==> src/rtl/eth_tx_pacer.sv <==
// RGMII TX pacing and PHY bring-up controller: sequences the PHY reset, debounces
// link speed, generates the per-byte advance strobe and enforces the inter-frame gap.
module eth_tx_pacer #(
    parameter int unsigned RST_HOLD      = 8388608,
    parameter int unsigned RST_SETTLE    = 125000,
    parameter int unsigned CNT_W         = 25,
    parameter int unsigned DIV_100       = 10,
    parameter int unsigned DIV_10        = 100,
    parameter int unsigned IFG_BYTES     = 12,
    parameter int unsigned STABLE_CYC    = 1024,
    parameter logic [1:0]  DEFAULT_SPEED = 2'b11
) (
    input  logic       clk125MHz,
    input  logic       rstn,
    input  logic       soft_rst,
    input  logic       link_10mb,
    input  logic       link_100mb,
    input  logic       link_1000mb,
    input  logic       start_req,
    input  logic       frame_done,
    output logic       eth_rst_b,
    output logic       phy_ready,
    output logic [1:0] speed,
    output logic       adv_data,
    output logic       start_grant,
    output logic       busy
);

    localparam int unsigned GAP_W   = $clog2(IFG_BYTES) + 1;
    localparam int unsigned STB_W   = $clog2(STABLE_CYC) + 1;
    localparam int unsigned DIV_MAX = (DIV_10 > DIV_100) ? DIV_10 : DIV_100;
    localparam int unsigned DIV_W   = $clog2(DIV_MAX) + 1;

    localparam logic [CNT_W-1:0] HOLD_LAST   = CNT_W'(RST_HOLD - 1);
    localparam logic [CNT_W-1:0] SETTLE_LAST = CNT_W'(RST_SETTLE - 1);
    localparam logic [GAP_W-1:0] GAP_LAST    = GAP_W'(IFG_BYTES - 1);
    localparam logic [STB_W-1:0] STABLE_LAST = STB_W'(STABLE_CYC - 1);
    localparam logic [DIV_W-1:0] DIV100_LAST = DIV_W'(DIV_100 - 1);
    localparam logic [DIV_W-1:0] DIV10_LAST  = DIV_W'(DIV_10 - 1);

    typedef enum logic [2:0] {
        S_RESET_HOLD,
        S_PHY_SETTLE,
        S_IDLE,
        S_FRAME,
        S_GAP
    } state_t;

    state_t           state_q, state_d;
    logic [CNT_W-1:0] cnt_q, cnt_d;
    logic [GAP_W-1:0] gap_cnt_q, gap_cnt_d;
    logic             eth_rst_b_q, eth_rst_b_d;
    logic             phy_ready_q, phy_ready_d;
    logic             grant_q, grant_d;
    logic [2:0]       sync1_q, sync1_d;
    logic [2:0]       sync2_q, sync2_d;
    logic [1:0]       cand_q, cand_d;
    logic [STB_W-1:0] stable_q, stable_d;
    logic [1:0]       speed_q, speed_d;
    logic [DIV_W-1:0] div_q, div_d;
    logic             adv_q, adv_d;

    logic [1:0]       link_code;
    logic             speed_upd;
    logic [DIV_W-1:0] div_last;

    // Link path: synchronise, priority-decode, debounce, then commit between frames.
    // NOTE: every always_comb output gets a default first so no latch is inferred.
    always_comb begin
        sync1_d = {link_1000mb, link_100mb, link_10mb};
        sync2_d = sync1_q;

        if (sync2_q[2])      link_code = 2'b11;
        else if (sync2_q[1]) link_code = 2'b10;
        else if (sync2_q[0]) link_code = 2'b01;
        else                 link_code = 2'b00;

        cand_d   = cand_q;
        stable_d = stable_q;
        if (link_code != cand_q) begin
            cand_d   = link_code;
            stable_d = '0;
        end else if (stable_q != STABLE_LAST) begin
            stable_d = stable_q + 1'b1;
        end

        speed_upd = (stable_q == STABLE_LAST) && (cand_q != speed_q) &&
                    (state_q != S_FRAME) && (state_q != S_GAP);
        speed_d   = speed_upd ? cand_q : speed_q;

        case (speed_q)
            2'b10:   div_last = DIV100_LAST;
            2'b01:   div_last = DIV10_LAST;
            default: div_last = '0;
        endcase

        if (speed_upd || div_q >= div_last) div_d = '0;
        else                                div_d = div_q + 1'b1;

        adv_d = (div_q == '0) && (speed_q != 2'b00);
    end

    always_comb begin
        state_d     = state_q;
        cnt_d       = cnt_q;
        gap_cnt_d   = gap_cnt_q;
        eth_rst_b_d = eth_rst_b_q;
        phy_ready_d = phy_ready_q;
        grant_d     = 1'b0;

        case (state_q)
            S_RESET_HOLD: begin
                if (cnt_q == HOLD_LAST) begin
                    eth_rst_b_d = 1'b1;
                    cnt_d       = '0;
                    state_d     = S_PHY_SETTLE;
                end else begin
                    cnt_d = cnt_q + 1'b1;
                end
            end
            S_PHY_SETTLE: begin
                if (cnt_q == SETTLE_LAST) begin
                    phy_ready_d = 1'b1;
                    cnt_d       = '0;
                    state_d     = S_IDLE;
                end else begin
                    cnt_d = cnt_q + 1'b1;
                end
            end
            S_IDLE: begin
                if (start_req && speed_q != 2'b00) begin
                    grant_d = 1'b1;
                    state_d = S_FRAME;
                end
            end
            S_FRAME: begin
                if (frame_done) begin
                    gap_cnt_d = '0;
                    state_d   = S_GAP;
                end
            end
            S_GAP: begin
                if (adv_q) begin
                    if (gap_cnt_q == GAP_LAST) state_d = S_IDLE;
                    else                       gap_cnt_d = gap_cnt_q + 1'b1;
                end
            end
            default: state_d = S_RESET_HOLD;
        endcase

        // Soft reset restarts the PHY sequence but leaves the link speed alone.
        if (soft_rst) begin
            state_d     = S_RESET_HOLD;
            cnt_d       = '0;
            gap_cnt_d   = '0;
            eth_rst_b_d = 1'b0;
            phy_ready_d = 1'b0;
            grant_d     = 1'b0;
        end
    end

    // NOTE: sequential state uses non-blocking assignments only, so every flop
    // samples the pre-edge value of its neighbours.
    always_ff @(posedge clk125MHz or negedge rstn) begin
        if (!rstn) begin
            state_q     <= S_RESET_HOLD;
            cnt_q       <= '0;
            gap_cnt_q   <= '0;
            eth_rst_b_q <= 1'b0;
            phy_ready_q <= 1'b0;
            grant_q     <= 1'b0;
            sync1_q     <= '0;
            sync2_q     <= '0;
            cand_q      <= DEFAULT_SPEED;
            stable_q    <= '0;
            speed_q     <= DEFAULT_SPEED;
            div_q       <= '0;
            adv_q       <= 1'b0;
        end else begin
            state_q     <= state_d;
            cnt_q       <= cnt_d;
            gap_cnt_q   <= gap_cnt_d;
            eth_rst_b_q <= eth_rst_b_d;
            phy_ready_q <= phy_ready_d;
            grant_q     <= grant_d;
            sync1_q     <= sync1_d;
            sync2_q     <= sync2_d;
            cand_q      <= cand_d;
            stable_q    <= stable_d;
            speed_q     <= speed_d;
            div_q       <= div_d;
            adv_q       <= adv_d;
        end
    end

    assign eth_rst_b   = eth_rst_b_q;
    assign phy_ready   = phy_ready_q;
    assign speed       = speed_q;
    assign adv_data    = adv_q;
    assign start_grant = grant_q;
    assign busy        = (state_q != S_IDLE);

endmodule
==> config.mk <==
export PLATFORM = sky130hd
export DESIGN_NAME = eth_tx_pacer
export DESIGN_NICKNAME = d
export VERILOG_FILES = /design/src/rtl/eth_tx_pacer.sv
export SDC_FILE = /design/constraint.sdc
export NUM_CORES = 1
export LEC_CHECK = 0
export BUFFER_PORTS_ARGS = -buffer_cell sky130_fd_sc_hd__buf_2
export CAP_MARGIN = 20
export CORE_ASPECT_RATIO = 1.2
export CORE_MARGIN = 1.5
export CORE_UTILIZATION = 60
export CTS_BUF_LIST = sky130_fd_sc_hd__clkbuf_4
export DETAILED_ROUTE_END_ITERATION = 10
export HOLD_SLACK_MARGIN = 0.08
export PLACE_DENSITY_LB_ADDON = 0.12
export RECOVER_POWER = 100
export SKIP_CTS_REPAIR_TIMING = 1
export SLEW_MARGIN = 20
export SYNTH_ARGS = -nofsm -noshare
export SYNTH_HDL_FRONTEND = slang
export SYNTH_SLANG_ARGS = --single-unit
==> constraint.sdc <==
create_clock -name clk125MHz -period 2.7 [get_ports clk125MHz]
set_input_delay 0.675 -clock clk125MHz [delete_from_list [all_inputs] [get_ports clk125MHz]]
set_output_delay 0.675 -clock clk125MHz [all_outputs]
set_load 0.05 [all_outputs]
==> impl.org, run 1 <==
** Logic synthesis
- Yosys instantiated no cell more often than dfrtp_1.
- Async set or reset register ratio after synthesis :: 100%
- Dominant cells by area after synthesis :: dfrtp_1, ha_1, nand3_1
- Syn Std Cell Area :: ~3700 um^2
- The Yosys step of the flow raised 0 warnings.
- Number of distinct library cell variants in the gate-level netlist after synthesis :: 63
- Portion of the post-synthesis area used by sequential elements :: between 40% and 50%
- Commonest cells in the synthesized netlist :: dfrtp_1, nand2_1, nand3_1
- The synthesized design spends more area on one cell type than any other, namely dfrtp_1.
- Synthesis produced a netlist with a net count of just over 400.
- Among all flip-flop cells after synthesis, the most frequent one is dfrtp_1.
- Mean post-synth cell area :: 9.49 um^2
- Counting flops and latches in the post-synthesis netlist gives 66.
- Yosys mapped a number of flops with a built-in enable equal to 0.
- Synthesis handed over a netlist of 389 instances.
- After synthesis, the largest area contributor takes up a little over two fifths of total cell area.

** STA
- RSZ-0062 raised after global routing :: false
- For this run, the top clock speed supported by timing is 0.391 GHz.
- Final hold vios :: 0
- Subtracting the final worst setup slack from the clock period gives 2.56 ns.
- Across all hold checks on the routed design, the worst slack comes to 0.338 ns.
- Worst Tran Pin Value :: about 1.1 ns
- Worst rel slew slack :: about a quarter
- Final setup vio count :: 0
- Of the available clock period, the critical path in the final layout requires 94.7%.
- The number of max-slew violations in the final report was 0.
- In the final timing run, aggregate negative setup slack is 0 ns.
- Layout Skew :: ~0.017 ns

** Floorplan
- Die span in y :: ~89 um
- The floorplan step set the die width to roughly 75 um.
- Effective utilization at floorplan :: around three fifths
- The floorplan step defined a die boundary enclosing about 6600 um^2.
- Row generation in the floorplan step produced 31 rows.
- In this run the count of I/O pins placed on the die edge is 15.
- In this run the standard cell core region covers roughly 6000 um^2.

** Finish
- After routing the design area is 4060 um^2.
- For this run, the number of standard cells in the final layout without fillers is ~500.
- Total inserted antenna cells :: 0
- The post-route netlist has 11.8% of its cells at a drive strength greater than 1.
- From synthesis to final layout, the design area changed by 9.93%.
- Number of nets at the end of the flow :: 430

** Routing
- Total wire length after detailed routing :: 7.93 mm
- Wire length per cell after detailed routing :: 16.0 um
- In the routed design, unresolved DRC markers number 0.
- The first detailed-routing pass took 5 iterations.
- The detail route stage leaves a number of antenna-violating nets equal to 0.
- Average via count per standard cell :: 6.18
- In this run, the number of DRC markers left after iteration 0 of detailed routing was about 110.
- Across all layers, the routed design uses around 3100 vias.

** Clock tree
- Clock latency on the worst-skew pair, taken at its later pin, is 0.42 ns.
- Clock tree from TritonCTS :: done
- The clock passes through at most 2 buffers.
- Clock tree synthesis found a total of 66 sinks.
- Clock slew seen by the registers of the worst setup and hold paths :: between 0.1 and 0.15 ns
- In this run the clock root is driven by a clkbuf_4.
- H-tree level count :: 3
- The number of clock buffers added by TritonCTS is 9.

** Flow run
- Max-cap violations in this run came to 0.

** Place
- Routability-driven placement finished with a final weighted congestion of between 0.8 and 0.9.
- In this run, placement finished with an instance count of 480.
- In this run the tool buffered the top-level ports with 14 buffer cells.
- Post-DP Area :: between 3000 and 4000 um^2
- Summed over all nets, the half-perimeter wirelength after detailed placement is between 5 and 6 mm.

** Setup path
- Slowest library cell on the worst path :: dfstp_2
- The critical path is of the flop to flop type.
- Register-to-register setup slack :: between 0.1 and 0.15 ns
- Sort of element at the end of the critical path :: flop
- Critical path data arrival time :: slightly below 3 ns
- Ordered list of cells on the worst path :: inv_1 > ha_1 > ha_1 > nand2b_1 > a211o_1 > a211o_1 > a21o_1 > a211oi_1
- At the worst endpoint, the required time is slightly above 3 ns.
- Of all nets on the critical path, the largest fanout is 8.
- Delay of the slowest cell on the worst path :: 0.58 ns
- Setup crit start kind :: flop

** Worst hold path
- Type of the tightest min-delay check :: input port to async pin

** Global route
- Total GRT Usage :: between 20% and 30%
- Global-route wire length before repair :: roughly 13 mm
- Entering global routing, the biggest net connects 31 pins.
- The via count of the first global-routing pass is a little under 3000.
- The initial antenna violation count came to 0.
- Leftover overflow at the end of global routing :: 0

** Power and ir drop
- For this design the static power due to leakage is between 1.5 and 2 nW.
- Total design power :: roughly 2.5 mW
- IR Drop Worst-Case VDD :: 0.000491 V
- For this design the ratio of total power to cell area is 617 nW/um^2.

** Outcome
- The flow ran to the end, and the final reports show no timing, DRC or antenna violations.
## logic make-up (layout without fill, tap and decap cells)
kind of cell               count (synthesis)  in the layout  share of synthesized area [%]
DFF                                       66             66                           44.9
muxes                                      2              2                          0.542
buffers and inverters                     30             55                           3.39
and+or+nand+nor                          181            181                           27.4
AOI/OAI and AO/OA                         81             81                           15.6
xor gates and xnor gates                  16             16                           3.80
adders and majority gates                 13             13                           4.41
## metrics by stage
stage                     setup WS (ns)  util (%)
after floorplan                   0.101         -
after global placement            0.236      64.8
after detailed placement          0.165      64.8
after CTS                         0.138      68.3
after global routing            0.00858      67.9
final                             0.143      67.9
## sequential cells by signal, summed over array words and instances (netlist names), 2 cells and up
signal and cells:
div_q 8, sync2_q 3, gap_cnt_q 5, state_q 3
speed 2, stable_q 11, sync1_q 3, cand_q 2
cnt_q 25
## where the power goes
group          switching, mW  total [mW]  leakage, nW  internal [mW]
clock network          0.371       0.933        0.104          0.562
logic                  0.317       0.480        0.652          0.164
registers             0.0540        1.09        0.889           1.04
## metal layers
metal / wire [um] / up-vias / part of all wire, % / track usage [%]
li1: - / 1495 / - / -
met1: 3590 / 1472 / 45 / 34.4
met2: 3820 / 84 / 48 / 43.5
met3: 298 / 16 / 3.8 / 4.40
met4: 224 / 0 / 2.8 / 14.2
met5: 0 / - / 0 / 0
## cell type report
cell class / count / area [um^2]
Inverter: 15 / 56.3
Multi-Input combinational cell: 293 / 1910
Clock inverter: 7 / 140
Sequential cell: 66 / 1660
Fill cell: 502 / 1920
Clock buffer: 9 / 67.6
Timing Repair Buffer: 24 / 120
Tap cell: 82 / 103
## worst max-delay path, delay by kind of cell, from the launching register on
| kind | cells | cell delay [ns] |
|---|---|---|
| buf+inv | 1 | 0.08 |
| flops | 1 | 0.58 |
| compound gates | 4 | 1.12 |
| fa+ha+maj | 2 | 0.56 |
| simple gates | 1 | 0.14 |
## cell usage in the layout (no fill, tap or decap), types with 10 or more instances in the layout
cell type,count
ha_1,13
nor2_1,22
o21ai_0,12
nand2_1,36
nand3_1,30
a31oi_1,10
xor2_1,11
dfrtp_1,62
clkbuf_1,10
inv_1,15
nor3_1,10
nand4_1,17
## final timing paths
kind / startpoint / endpoint / cells after the start
worst max-delay path: speed[0]$_DFFE_PN1P_ / div_q[7]$_DFF_PN0_ / 8
worst min-delay path: rstn / sync1_q[0]$_DFF_PN0_ / 1
worst max register to register: speed[0]$_DFFE_PN1P_ / div_q[7]$_DFF_PN0_ / 8
worst min register to register: sync1_q[1]$_DFF_PN0_ / sync2_q[1]$_DFF_PN0_ / 0
max in group asynchronous: rstn / cnt_q[1]$_DFFE_PN0P_ / 2
min in group clk125MHz: link_1000mb / sync1_q[2]$_DFF_PN0_ / 1
(Power assumes the default switching activity.)
==> run 2: changes to the inputs <==
--- a/config.mk
+++ b/config.mk
@@ -10,8 +10,9 @@
 export CORE_ASPECT_RATIO = 1.2
 export CORE_MARGIN = 1.5
 export CORE_UTILIZATION = 60
-export CTS_BUF_LIST = sky130_fd_sc_hd__clkbuf_4
+export CTS_BUF_LIST = sky130_fd_sc_hd__clkbuf_16
 export DETAILED_ROUTE_END_ITERATION = 10
+export GPL_ROUTABILITY_DRIVEN = 0
 export HOLD_SLACK_MARGIN = 0.08
 export PLACE_DENSITY_LB_ADDON = 0.12
 export RECOVER_POWER = 100
==> run 2 against run 1 <==
Net effect:
- the flow now finishes with violations (max-capacitance violations, max-slew violations)
- global-route usage decreased by 0.27 points
- final cell count up 0.40%
- clock power is 32% higher
- fmax grew 0.24%
- via count rose by 1.9%
- combinational power about the same
==> impl.org, run 2 (synthesized netlist as in run 1, its figures left out) <==
** Finish
- Total inserted antenna cells :: 0 (unchanged)
- P&R area growth vs syn :: 13.6% (was 9.93%)
- Top library cells by usage in the layout, fill and taps aside :: dfrtp_1, nand2_1, nand3_1, nor2_1, nand4_1 (unchanged)
- The most common cell after layout, fill and taps aside was dfrtp_1 (unchanged).
- The number of flip-flops under the largest register name is 25 (unchanged).
- The layout cell share with drive strength beyond 1 is 12.0% (was 11.8%).
- Most flops, register :: cnt_q (unchanged)
- The post-layout net count is 432 (was 430).
- Leading registers by flop count: cnt_q x25, stable_q x11, div_q x8 (unchanged).

** Routing
- The DRC violation total after the first TritonRoute iteration is 223 (was 107).
- Final routed DRC violation total :: 0 (unchanged)
- The average vias per placed instance is 6.28 (was 6.18).
- Routed length on met3 :: 297 um (was 298 um)
- The sum of routed wire segments on met1 was 3.60 mm (was 3.59 mm).
- Number of search-and-repair iterations in the first detailed-routing pass :: 5 (unchanged)
- Total wire length after detailed routing :: 8.11 mm (was 7.93 mm)
- The detail-routed net length per standard cell came to 16.3 um (was 16.0 um).
- The number of vias after detailed routing was 3125 (was 3067).
- The uppermost metal layer occupied by signal nets is met4 (unchanged).
- Met2 wire len :: 4.05 mm (was 3.82 mm)
- Antenna Violating Nets Remaining :: 0 (unchanged)

** STA
- The number of max-slew violations in the final report was 33 (was 0).
- RSZ-0062 raised after global routing: true (was false).
- The worst slew slack as a fraction of its limit came to -20.7% (was 25.6%).
- Minimum period implied by the final worst setup slack :: 2.55 ns (was 2.56 ns)
- Worst Tran Pin Value :: 1.81 ns (was 1.12 ns)
- Final period util :: 94.5% (was 94.7%)
- The final worst slack came to 0.149 ns (was 0.143 ns).
- The maximum clock frequency came to 0.392 GHz (was 0.391 GHz).
- The setup skew after layout was 0.00547 ns (was 0.0169 ns).
- Final hold vios :: 0 (unchanged)
- The final number of setup-violating endpoints is 0 (unchanged).
- The setup TNS came to 0 ns (unchanged).

** Global route
- Via count of the first global-routing pass :: 2827 (was 2952)
- The pin count of the biggest net entering global routing is 35 (was 31).
- Total GRT Usage :: 26.6% (was 26.8%)
- Leftover overflow at the end of global routing :: 0 (unchanged)
- The first-pass GRT wire length is 13.3 mm (was 13.4 mm).
- Initial antenna violation count :: 0 (unchanged)

** Power and ir drop
- Portion of total power attributed to the clock network :: 43.9% (was 37.3%)
- IR Drop Worst-Case VDD :: 0.000364 V (was 0.000491 V)
- The net switching power figure is 0.797 mW (was 0.742 mW).
- Logic pwr share :: 17.1% (was 19.2%)
- The sequential group share of total power came to 38.9% (was 43.5%).
- The leakage power was 1.71 nW (was 1.65 nW).
- The internal power component was 2.01 mW (was 1.76 mW).
- Net switching share of the total power :: 28.4% (was 29.6%)
- The total power per unit cell area came to 669 nW/um^2 (was 617 nW/um^2).

** Setup path
- The origin of the worst setup path was speed[0]$_DFFE_PN1P_ (unchanged).
- Sort of element at the end of the critical path :: flop (unchanged)
- The reg-to-reg startpoint is speed[0]$_DFFE_PN1P_ (unchanged).
- Critical path data arrival time :: 2.78 ns (was 2.89 ns)
- The worst reg-to-reg setup slack came to 0.15 ns (was 0.14 ns).
- Type of the worst setup path :: flop to flop (unchanged)
- Setup crit start kind :: flop (unchanged)
- The data required time at the worst endpoint came to 2.93 ns (was 3.03 ns).
- Crit path max fanout :: 8 (unchanged)

** Flow run
- Number of max-cap violations :: 1 (was 0)

** Clock tree
- Clock tree from TritonCTS :: done (unchanged)
- The master cell of the clock root buffer is clkbuf_16 (was clkbuf_4).
- Longest Clk Path Bufs :: 2 (unchanged)
- The clock-pin slew on the worst setup and hold paths is 0.06 ns (was 0.12 ns).
- The clock latency at the later pin of the worst-skew pair is 0.33 ns (was 0.42 ns).
- Clock tree sinks :: 66 (unchanged)
- Number of clock buffers inserted by TritonCTS :: 9 (unchanged)
- The level count of the clock H-tree was 3 (unchanged).

** Floorplan
- The die outline area is 6630 um^2 (unchanged).
- The total number of placement rows came to 31 (unchanged).
- Placeable core region :: 5970 um^2 (unchanged)
- The starting density of the core is 61.8% (unchanged).
- The width of the die was 74.6 um (unchanged).
- I/O Pins :: 15 (unchanged)
- The vertical extent of the die is 88.9 um (unchanged).

** Place
- The count of buffers inserted at the top-level ports was 14 (unchanged).
- The worst setup slack after placement came to 0.164 ns (was 0.165 ns).
- HPWL after detailed placement :: 5.45 mm (was 5.53 mm)

** Worst hold path
- In this run the most critical hold path is launched from sync1_q[2]$_DFF_PN0_.
- Type of the tightest min-delay check :: flop to flop (was input port to async pin)

** Outcome
- Violations in the final reports :: max-capacitance violations, max-slew violations
- Status: finished, violations left (was completed).
-- run 2: changes by cell type in the layout (fill, tap and decap cells not counted), sizes merged --
| cell | before | now |
|---|---|---|
| inv | 16 | 15 |
| clkbuf | 22 | 20 |
| clkinvlp | 1 | 2 |
| bufinv | 4 | 2 |
| buf | 11 | 15 |
| clkinv | 1 | 3 |
-- run 2: through the flow --
stage	util [%]	instances	instance area (um^2)	hold slack [ns]	power (mW)
floorplan	-	389	3690	0.331	1.46
global placement	65.2	482	3900	0.334	1.58
detailed placement	65.2	482	3900	0.339	1.60
CTS	70.6	498	4220	0.352	2.83
global route	70.2	498	4190	0.362	2.92
finish	70.2	498	4190	0.349	2.81
-- run 2: final timing paths --
kind                                             end  cells past startpoint
max in group asynchronous       cnt_q[1]$_DFFE_PN0P_                      1
worst min register to register  sync2_q[2]$_DFF_PN0_                      0
worst max-delay path              div_q[1]$_DFF_PN0_                      8
worst max register to register    div_q[1]$_DFF_PN0_                      8
worst min-delay path            sync2_q[2]$_DFF_PN0_                      0
min in group asynchronous       sync2_q[0]$_DFF_PN0_                      1
-- run 2: power by group through the flow --
stage	logic, mW	registers, mW	clock network [mW]
floorplan	0.366	1.09	0
global placement	0.474	1.11	0
detailed placement	0.490	1.11	0
CTS	0.497	1.09	1.24
global route	0.530	1.10	1.29
finish	0.481	1.09	1.23
-- run 2: layout make-up --
cell class | instances | area, um^2
well taps | 82 | 103
clock inverters | 7 | 93.8
clock buffers | 9 | 225
multi-input cells | 293 | 1910
inverters | 15 | 56.3
repair buffers | 26 | 149
fillers | 479 | 1780
flip-flops and latches | 66 | 1660
-- run 2: critical path, cell delays in order (launching register included) --
cell,delay [ns]
dfstp_2,0.56
inv_1,0.08
ha_1,0.30
ha_1,0.26
nand2b_1,0.14
a211o_1,0.29
a211o_1,0.29
a21o_1,0.28
a211oi_1,0.27
-- run 2: metal layers --
| layer | vias to the layer above | track usage, % |
|---|---|---|
| li1 | 1505 | - |
| met1 | 1530 | 35.0 |
| met5 | - | 0 |
| met3 | 15 | 4.96 |
| met2 | 75 | 42.9 |
| met4 | 0 | 11.6 |
==> run 3: changes to the inputs <==
--- a/config.mk
+++ b/config.mk
@@ -7,9 +7,11 @@
 export LEC_CHECK = 0
 export BUFFER_PORTS_ARGS = -buffer_cell sky130_fd_sc_hd__buf_2
 export CAP_MARGIN = 20
+export CELL_PAD_IN_SITES_DETAIL_PLACEMENT = 1
+export CELL_PAD_IN_SITES_GLOBAL_PLACEMENT = 1
 export CORE_ASPECT_RATIO = 1.2
 export CORE_MARGIN = 1.5
-export CORE_UTILIZATION = 60
+export CORE_UTILIZATION = 35
 export CTS_BUF_LIST = sky130_fd_sc_hd__clkbuf_16
 export DETAILED_ROUTE_END_ITERATION = 10
 export GPL_ROUTABILITY_DRIVEN = 0
==> run 3 against run 2 <==
Net effect:
- the run still ends with max-capacitance violations, max-slew violations left
- clock power decreased by 7%
- critical path depth unchanged
- fmax shrank 1.7%
- combinational power rose by 5.2%
- highest routed layer unchanged
- final cell count rose by 10%
- largest power group unchanged
- register-to-register slack lost 0.04 ns
==> impl.org, run 3 (synthesized netlist as in run 1, its figures left out) <==
** Global route
- The pin count of the biggest net entering global routing was 67 (was 35).
- The via count of the first global-routing pass is 3255 (was 2827).
- Initial antenna violation count :: 0 (unchanged)
- The first-pass GRT wire length came to 16.7 mm (was 13.3 mm).
- Total GRT Usage :: 18.8% (was 26.6%)
- The final global-route overflow total came to 0 (unchanged).

** Finish
- Total inserted antenna cells :: 0 (unchanged)
- The most common cell after layout, fill and taps aside is dfrtp_1 (unchanged).
- P&R area growth vs syn :: 15.4% (was 13.6%)
- Leading registers by flop count: cnt_q x25, stable_q x11, div_q x8 (unchanged).
- Number of flip-flops in the largest register :: 25 (unchanged)
- Fraction of final layout cells with drive strength greater than 1 :: 13.7% (was 12.0%)
- The number of non-filler instances in the completed layout was 549 (was 498).
- Top library cells by usage in the layout, fill and taps aside: dfrtp_1, nand2_1, nand3_1, nor2_1, nand4_1 (unchanged).
- The post-layout net count was 439 (was 432).
- The register name with the most flops was cnt_q (unchanged).

** Power and ir drop
- Portion of total power attributed to the clock network :: 42.0% (was 43.9%)
- Sw Pwr :: 0.830 mW (was 0.797 mW)
- Cell internal power dissipation :: 1.92 mW (was 2.01 mW)
- Static leakage power :: 1.72 nW (was 1.71 nW)
- Power share of the sequential group :: 39.6% (was 38.9%)
- The switching part of the total came to 30.2% (was 28.4%).
- The share of total power in combinational logic is 18.4% (was 17.1%).
- The sum of internal, switching and leakage power is 2.75 mW (was 2.81 mW).
- IR Drop Worst-Case VDD :: 0.000297 V (was 0.000364 V)
- Power per unit of standard cell area :: 646 nW/um^2 (was 669 nW/um^2)

** Clock tree
- Worst skew pair latency :: 0.33 ns (about the same)
- The number of buffers on the longest clock path came to 2 (unchanged).
- Clock slew seen by the registers of the worst setup and hold paths :: 0.06 ns (about the same)
- Clock tree from TritonCTS :: done (unchanged)
- Number of clock buffers inserted by TritonCTS :: 9 (unchanged)
- Clock tree sinks :: 66 (unchanged)
- Clock tree root buffer cell :: clkbuf_16 (unchanged)
- The level count of the clock H-tree was 3 (unchanged).

** Setup path
- Critical path data arrival time :: 2.82 ns (was 2.78 ns)
- The data required time at the worst endpoint came to 2.93 ns (about the same).
- The worst-path maximum fanout is 8 (unchanged).
- Register-to-register setup slack :: 0.11 ns (was 0.15 ns)
- The element type at the critical path start is a flop (unchanged).
- The category of the worst setup path capture point is a flop (unchanged).
- The number of cells on the worst reg-to-reg path is 8 (unchanged).
- Type of the worst setup path :: flop to flop (unchanged)
- The reg-to-reg startpoint is speed[0]$_DFFE_PN1P_ (unchanged).
- The reg-to-reg endpoint is div_q[4]$_DFF_PN0_ (was div_q[1]$_DFF_PN0_).

** Outcome
- Violations in the final reports :: max-capacitance violations, max-slew violations (unchanged)
- Status :: finished, violations left (unchanged)

** STA
- The final number of setup-violating endpoints is 0 (unchanged).
- Final period util :: 96.1% (was 94.5%)
- Max Fclk :: 0.385 GHz (was 0.392 GHz)
- The pin slew with the least headroom to its limit is 1.71 ns (was 1.81 ns).
- Worst rel slew slack :: -14.0% (was -20.7%)
- The count of final hold-check violations is 0 (unchanged).
- The number of max-slew violations in the final report is 67 (was 33).
- RSZ-0062 raised after global routing: true (unchanged).
- Worst hold margin :: 0.356 ns (was 0.349 ns)
- Total Negative Setup Slacks :: 0 ns (unchanged)
- Layout Skew :: 0.00627 ns (was 0.00547 ns)
- Minimum period implied by the final worst setup slack :: 2.59 ns (was 2.55 ns)

** Routing
- The number of remaining DRC errors came to 0 (unchanged).
- Wire length per cell after detailed routing :: 17.9 um (was 16.3 um)
- The DRC violation total after the first TritonRoute iteration was 99 (was 223).
- The final wirelength was 9.83 mm (was 8.11 mm).
- The detailed-routing iteration count for the pre-antenna-repair pass was 4 (was 5).
- Average via count per standard cell :: 5.75 (was 6.28)
- Antenna Violating Nets Remaining :: 0 (unchanged)
- Via total after detailed routing :: 3157 (was 3125)

** Flow run
- Number of max-cap violations :: 1 (unchanged)

** Place
- The detailed placement HPWL was 6.83 mm (was 5.45 mm).
- Port buffer count :: 14 (unchanged)
- Cells after DPL :: 533 (was 482)

** Floorplan
- Full die area :: 11200 um^2 (was 6630 um^2)
- Standard-cell row count :: 40 (was 31)
- The starting density of the core was 36.3% (was 61.8%).
- The width of the die came to 96.7 um (was 74.6 um).
- Die span in y :: 115 um (was 88.9 um)
- I/O Pins :: 15 (unchanged)
- Placeable core region :: 10200 um^2 (was 5970 um^2)

** Worst hold path
- Hold path start :: sync1_q[1]$_DFF_PN0_ (was sync1_q[2]$_DFF_PN0_)
- Type of the tightest min-delay check :: flop to flop (unchanged)
- The hold path endpoint is sync2_q[1]$_DFF_PN0_ (was sync2_q[2]$_DFF_PN0_).
- The cell depth of the worst min-delay path came to 0 (unchanged).
==> run 3: stage by stage <==
step / utilization [%] / setup slack, ns / area (um^2)
finish: 41.9 / 0.105 / 4260
global placement: 39.4 / 0.201 / 4010
detailed placement: 39.4 / 0.0960 / 4010
CTS: 42.3 / 0.0679 / 4300
floorplan: - / 0.101 / 3690
global route: 41.9 / -0.0177 / 4260
==> run 3: critical path: stages (launching register included) <==
cell      delay, ns
dfstp_2        0.56
inv_1          0.08
ha_1           0.30
ha_1           0.26
nand2b_1       0.14
a211o_1        0.29
a211o_1        0.28
a21o_1         0.28
a211oi_1       0.30
==> run 3: final cells by class <==
class	instances	area (um^2)
Clock buffer	9	225
Clock inverter	7	70.1
Fill cell	1170	5900
Inverter	15	56.3
Multi-Input combinational cell	293	1910
Sequential cell	66	1660
Tap cell	126	158
Timing Repair Buffer	33	180
==> run 3: power groups by stage <==
stage	registers, mW	logic [mW]	clock network [mW]
after floorplan	1.09	0.366	0
after global placement	1.10	0.514	0
after detailed placement	1.11	0.527	0
after CTS	1.09	0.532	1.19
after global routing	1.10	0.565	1.24
final	1.09	0.506	1.15
==> run 3: how the worst max path moves through the flow <==
stage | from | endpoint | slack, ns | cells after the start
floorplan | speed[0]$_DFFE_PN1P_ | div_q[0]$_DFF_PN0_ | 0.10 | 8
global placement | speed[0]$_DFFE_PN1P_ | div_q[4]$_DFF_PN0_ | 0.20 | 8
detailed placement | speed[0]$_DFFE_PN1P_ | div_q[4]$_DFF_PN0_ | 0.1 | 8
CTS | speed[0]$_DFFE_PN1P_ | div_q[4]$_DFF_PN0_ | 0.07 | 8
global route | speed[0]$_DFFE_PN1P_ | div_q[5]$_DFF_PN0_ | -0.02 | 8
finish | speed[0]$_DFFE_PN1P_ | div_q[4]$_DFF_PN0_ | 0.11 | 8
==> run 3: metal layers <==
layer	vias up	global-route usage, %	share of wire (%)
li1	1520	-	-
met1	1588	24.3	47
met2	31	31.1	49
met3	18	3.68	2.4
met4	0	7.83	1.8
met5	-	0	0
